<file path="src/rtl/uart_mem_cmd_initiator.sv">
// Host-side initiator for the UART memory-access protocol: serializes one read/write
// request into a command frame on a byte TX interface and collects the response bytes.
module uart_mem_cmd_initiator #(
    parameter int         MEM_SELECT_BITS = 4,
    parameter int         TIMEOUT_CYCLES  = 120000,
    parameter logic [7:0] ACK_BYTE        = 8'hAA
) (
    input  logic                       clk,
    input  logic                       resetn,
    input  logic                       req_valid,
    output logic                       req_ready,
    input  logic                       req_write,
    input  logic [MEM_SELECT_BITS-1:0] req_block,
    input  logic [7:0]                 req_addr,
    input  logic [15:0]                req_wdata,
    output logic                       rsp_valid,
    output logic [15:0]                rsp_rdata,
    output logic                       rsp_error,
    output logic                       uart_tx_en,
    output logic [7:0]                 uart_tx_data,
    input  logic                       uart_tx_busy,
    input  logic                       uart_rx_valid,
    input  logic [7:0]                 uart_rx_data
);

    localparam int TW = $clog2(TIMEOUT_CYCLES + 1);

    // Handshake: a request is taken on a clk edge where req_valid && req_ready; req_ready is
    // a registered IDLE flag, rsp_valid is a single-cycle pulse, uart_tx_en a single-cycle strobe.
    typedef enum logic [2:0] {IDLE, SEND, TX_WAIT, RESP, DONE} state_t;

    state_t                     state, state_d;
    logic                       wr_q, wr_d;
    logic [MEM_SELECT_BITS-1:0] block_q, block_d;
    logic [7:0]                 addr_q, addr_d;
    logic [15:0]                wdata_q, wdata_d;
    logic [2:0]                 idx_q, idx_d;
    logic                       first_q, first_d;
    logic [TW-1:0]              timer_q, timer_d;
    logic                       got_hi_q, got_hi_d;
    logic [7:0]                 rd_hi_q, rd_hi_d;
    logic                       req_ready_d, rsp_valid_d, rsp_error_d, tx_en_d;
    logic [15:0]                rsp_rdata_d;
    logic [7:0]                 tx_data_d;
    logic [7:0]                 frame_byte;
    logic [2:0]                 last_idx;

    assign last_idx = wr_q ? 3'd4 : 3'd2;

    always_comb begin
        frame_byte = 8'h00;
        case (idx_q)
            3'd0:    frame_byte = wr_q ? 8'h01 : 8'h02;
            3'd1:    frame_byte = 8'(block_q);
            3'd2:    frame_byte = addr_q;
            3'd3:    frame_byte = wdata_q[15:8];
            default: frame_byte = wdata_q[7:0];
        endcase
    end

    always_comb begin
        state_d     = state;
        wr_d        = wr_q;
        block_d     = block_q;
        addr_d      = addr_q;
        wdata_d     = wdata_q;
        idx_d       = idx_q;
        first_d     = first_q;
        timer_d     = timer_q;
        got_hi_d    = got_hi_q;
        rd_hi_d     = rd_hi_q;
        req_ready_d = 1'b0;
        rsp_valid_d = 1'b0;
        rsp_rdata_d = rsp_rdata;
        rsp_error_d = rsp_error;
        tx_en_d     = 1'b0;
        tx_data_d   = uart_tx_data;
        case (state)
            IDLE: begin
                req_ready_d = 1'b1;
                if (req_valid && req_ready) begin
                    wr_d        = req_write;
                    block_d     = req_block;
                    addr_d      = req_addr;
                    wdata_d     = req_wdata;
                    idx_d       = 3'd0;
                    got_hi_d    = 1'b0;
                    rd_hi_d     = 8'h00;
                    req_ready_d = 1'b0;
                    state_d     = SEND;
                end
            end
            SEND: begin
                if (!uart_tx_busy) begin
                    tx_en_d   = 1'b1;
                    tx_data_d = frame_byte;
                    first_d   = 1'b1;
                    state_d   = TX_WAIT;
                end
            end
            TX_WAIT: begin
                // The transmitter raises busy one cycle after the strobe, so skip that cycle.
                if (first_q) begin
                    first_d = 1'b0;
                end else if (!uart_tx_busy) begin
                    if (idx_q == last_idx) begin
                        timer_d = '0;
                        state_d = RESP;
                    end else begin
                        idx_d   = idx_q + 3'd1;
                        state_d = SEND;
                    end
                end
            end
            RESP: begin
                if (uart_rx_valid) begin
                    timer_d = '0;
                    if (wr_q) begin
                        rsp_rdata_d = 16'h0000;
                        rsp_error_d = (uart_rx_data != ACK_BYTE);
                        rsp_valid_d = 1'b1;
                        state_d     = DONE;
                    end else if (!got_hi_q) begin
                        rd_hi_d  = uart_rx_data;
                        got_hi_d = 1'b1;
                    end else begin
                        rsp_rdata_d = {rd_hi_q, uart_rx_data};
                        rsp_error_d = 1'b0;
                        rsp_valid_d = 1'b1;
                        state_d     = DONE;
                    end
                end else if (timer_q == TW'(TIMEOUT_CYCLES - 1)) begin
                    // Missing bytes report as zero; rd_hi_q was cleared on accept.
                    rsp_rdata_d = {rd_hi_q, 8'h00};
                    rsp_error_d = 1'b1;
                    rsp_valid_d = 1'b1;
                    state_d     = DONE;
                end else begin
                    timer_d = timer_q + 1'b1;
                end
            end
            DONE: begin
                req_ready_d = 1'b1;
                state_d     = IDLE;
            end
            default: state_d = IDLE;
        endcase
    end

    always_ff @(posedge clk or negedge resetn) begin
        if (!resetn) begin
            state        <= IDLE;
            wr_q         <= 1'b0;
            block_q      <= '0;
            addr_q       <= 8'h00;
            wdata_q      <= 16'h0000;
            idx_q        <= 3'd0;
            first_q      <= 1'b0;
            timer_q      <= '0;
            got_hi_q     <= 1'b0;
            rd_hi_q      <= 8'h00;
            req_ready    <= 1'b0;
            rsp_valid    <= 1'b0;
            rsp_rdata    <= 16'h0000;
            rsp_error    <= 1'b0;
            uart_tx_en   <= 1'b0;
            uart_tx_data <= 8'h00;
        end else begin
            state        <= state_d;
            wr_q         <= wr_d;
            block_q      <= block_d;
            addr_q       <= addr_d;
            wdata_q      <= wdata_d;
            idx_q        <= idx_d;
            first_q      <= first_d;
            timer_q      <= timer_d;
            got_hi_q     <= got_hi_d;
            rd_hi_q      <= rd_hi_d;
            req_ready    <= req_ready_d;
            rsp_valid    <= rsp_valid_d;
            rsp_rdata    <= rsp_rdata_d;
            rsp_error    <= rsp_error_d;
            uart_tx_en   <= tx_en_d;
            uart_tx_data <= tx_data_d;
        end
    end

endmodule

</file>
<file path="config.mk">
export PLATFORM = sky130hd
export DESIGN_NAME = uart_mem_cmd_initiator
export DESIGN_NICKNAME = d
export VERILOG_FILES = /design/src/rtl/uart_mem_cmd_initiator.sv
export SDC_FILE = /design/constraint.sdc
export NUM_CORES = 1
export LEC_CHECK = 0
export CAP_MARGIN = 5
export CORE_MARGIN = 2
export CORE_UTILIZATION = 57
export CTS_CLUSTER_SIZE = 10
export DETAILED_ROUTE_END_ITERATION = 12
export GPL_TIMING_DRIVEN = 0
export PLACE_DENSITY_LB_ADDON = 0.1
export SLEW_MARGIN = 20
export SYNTH_ARGS = -nofsm -noshare
export SYNTH_HDL_FRONTEND = slang
export SYNTH_SLANG_ARGS = --single-unit
</file>
<file path="constraint.sdc">
create_clock -name clk -period 5.49 [get_ports clk]
set_input_delay 0.549 -clock clk [delete_from_list [all_inputs] [get_ports clk]]
set_output_delay 0.549 -clock clk [all_outputs]
set_load 0.01 [all_outputs]
</file>
==> results.tsv <==
stage	metric	value	unit
status	status	complete, no violations	
global_routing	use_met2	0.385	
synthesis	synth_top_area_frac	0.533	
cts	clockRootBuffer	clkbuf_8	
synthesis	synth_compound_area_frac	0.165	
floorplanning	start_util	0.586	
synthesis	synthAdderAreaFrac	0.0178	
floorplanning	die_w	90.1	um
synthesis	yosys.area.top_type	dfrtp_1	
timing	tns	0	ns
routing	via_count	3341	
synthesis	ys_seq_elements	90	
routing	drc_errors	0	
global_routing	antenna_found_initial	0	
routing	wl_per_cell	17.3	um
synthesis	synthMuxAreaShare	0.0982	
cts	ctsHoldBuffers	0	
routing	drt-total-wl	9660	um
timing	report.final.slew_viol_count	0	
synthesis	synth.most_common_cell	dfrtp_1	
routing	drtIter0Drc	260	
synthesis	synth_top_family_by_area	compound AO/OA/AOI/OAI gates	
floorplanning	die_y	90.1	um
timing	max_slew_margin	0.231	
routing	dr.pass1.iters	5	
floorplanning	core_area	0.00721	mm^2
global_routing	grt_pass1_vias	3347	
global_routing	gr-usage-met3	0.0436	
global_routing	track_usage	0.248	
setup_path	cp-start-kind	register	
placed_design	dp_cells	544	
floorplanning	pin_count	70	
cells_and_area	layout-drive-gt1-share	0.159	
cts	clock-sinks	90	
cts	clk_path_buf_depth	2	
timing	hold_viol_final	0	
cts	clkLatencyLatePin	0.36	ns
synthesis	yosysWarnings	0	
synthesis	yosys.area_share.simple	0.146	
cts	cts_buffers	9	
power	powerDensity	444	mW/mm^2
routing	ant_nets	0	
floorplanning	fp-row-count	31	
power	p_leak	2.28	nW
worst_hold_path	hold_path.class	input port to async pin	
synthesis	synth_area_leaders	dfrtp_1 (53%), mux2_2 (6.7%), a31oi_1 (2.7%)	
synthesis	synth_xor_area_frac	0	
flow_run	cap_viol_max_count	0	
setup_path	cp.arrival	2.62	ns
global_routing	grt_pass1_wl	16400	um
global_routing	met1_usage	0.354	
synthesis	synthCells	375	
cts	cts_max_level	3	
synthesis	ys.flop_type	dfrtp_1	
synthesis	avgSynthCellArea	11.3	um^2
timing	setup_viol	0	
timing	fin_skew	0.0139	ns
synthesis	netlist_area	0.00423	mm^2
cells_and_area	post-route-util	0.729	
setup_path	cp.required	5.76	ns
setup_path	r2r_slack	3.14	ns
cells_and_area	area_delta_synth_final	24.3	%
cts	clk_pin_slew_worst_paths	0.09	ns
setup_path	reg2reg_to	uart_tx_data[5]$_DFFE_PN0P_	
synthesis	ys_types	64	
global_routing	overflow	0	
cells_and_area	diodes	0	
synthesis	async_reset_ff_frac	1.00	
timing	grt_setup_unrepaired	no	
timing	timing.fmax	0.426	GHz
placed_design	dpl.hpwl	6750	um
setup_path	r2r-start	idx_q[0]$_DFFE_PN0P_	
cells_and_area	final_cells	559	
setup_path	crit_fanout	8	
global_routing	grt_busiest_layer	met2	
cts	cts_tree	built	
synthesis	synth_common_cells	dfrtp_1 (90), nand2_1 (29), mux2_2 (25)	
synthesis	synth_edf_count	0	
floorplanning	dieArea	0.00812	mm^2
cts	cts.repair.resized	0	
synthesis	synth_nets	423	
global_routing	grt_max_degree	48	
synthesis	ys_seq_area_frac	0.533	
placed_design	gp_congestion	0.840	
timing	fin_crit_sh	0.427	
placed_design	portBuffers	69	
power	finalPower	2.33	mW
setup_path	rr_worst_depth	6	
cts	post_cts_buffers	0	
routing	routed_via_density	5.98	
setup_path	path_class	register to register	
power	irDropWorstVdd	0.285	mV
cells_and_area	num-nets-final	504	
timing	worst_slew_pin_slew	1.14	ns
setup_path	crit_path_end_kind	register	
timing	finalCriticalPeriod	2.35	ns
-- worst max-delay path by stage --
| stage | from | to | slack (ns) |
|---|---|---|---|
| after CTS | idx_q[0]$_DFFE_PN0P_ | uart_tx_data[5]$_DFFE_PN0P_ | 3.17 |
| after global placement | resetn | timer_q[11]$_DFFE_PN0P_ | 0.69 |
| after global routing | idx_q[0]$_DFFE_PN0P_ | uart_tx_data[5]$_DFFE_PN0P_ | 2.95 |
| after floorplan | idx_q[0]$_DFFE_PN0P_ | uart_tx_data[4]$_DFFE_PN0P_ | 3.67 |
| final | idx_q[0]$_DFFE_PN0P_ | uart_tx_data[5]$_DFFE_PN0P_ | 3.14 |
| after detailed placement | uart_rx_valid | rsp_rdata[10]$_DFFE_PN0P_ | 2.90 |
-- kinds of logic after synthesis --
group,Yosys count
simple gates,109
fa+ha+maj,6
mux,38
compound gates,92
buf+inv,40
flops,90
-- registers in the layout (all words and copies together) (netlist names), 3 cells and up --
register / flops
addr_q: 8
block_q: 4
idx_q: 3
rd_hi_q: 8
rsp_rdata: 16
state: 3
timer_q: 17
uart_tx_data: 8
wdata_q: 16
-- area by class of cell --
cell class / count / area (um^2)
flip-flops and latches: 90 / 2250
well taps: 99 / 124
clock inverters: 6 / 66.3
repair buffers: 70 / 716
multi-input cells: 245 / 1800
plain buffers: 19 / 95.1
clock buffers: 9 / 124
fillers: 543 / 1960
inverters: 21 / 78.8
-- through the flow --
step                      setup WS [ns]  hold WS, ns  cell area, um^2
after floorplan                    3.67        0.253             4230
after global placement            0.691        0.471             5040
after detailed placement           2.90        0.481             5070
after CTS                          3.17        0.207             5260
after global routing               2.95        0.230             5260
final                              3.14        0.187             5260
-- worst max-delay path: stages, from the launching register on --
cell and delay (ns):
dfrtp_1 0.44, inv_1 0.11, ha_1 0.24, or3_1 0.37
a21oi_1 0.65, a222oi_1 0.22, a21oi_1 0.23
-- power breakdown --
| group | switching (mW) | total, mW | internal [mW] |
|---|---|---|---|
| registers | 0.150 | 1.05 | 0.901 |
| clock network | 0.235 | 0.445 | 0.210 |
| logic | 0.396 | 0.837 | 0.441 |
| total | 0.781 | 2.33 | 1.55 |
-- layer usage --
layer	part of all wire	wire length (um)
met5	0	0
met1	0.46	4410
met2	0.47	4550
met3	0.056	539
met4	0.016	153
-- cell usage in the layout (no fill, tap or decap), types with 6 or more instances in the layout --
| master | instances |
|---|---|
| dfrtp_1 | 90 |
| mux2_2 | 25 |
| nand2_1 | 29 |
| clkbuf_1 | 8 |
| a21oi_1 | 12 |
| a22o_1 | 8 |
| a22o_2 | 8 |
| clkbuf_8 | 9 |
| buf_2 | 7 |
| a31oi_1 | 18 |
| mux2i_1 | 10 |
| nand3_1 | 12 |
| o21ai_0 | 9 |
| nor3_1 | 8 |
| inv_1 | 21 |
| a222oi_1 | 6 |
| ha_1 | 6 |
| clkdlybuf4s50_1 | 68 |
| nor2_1 | 18 |
(Power assumes the default switching activity.)
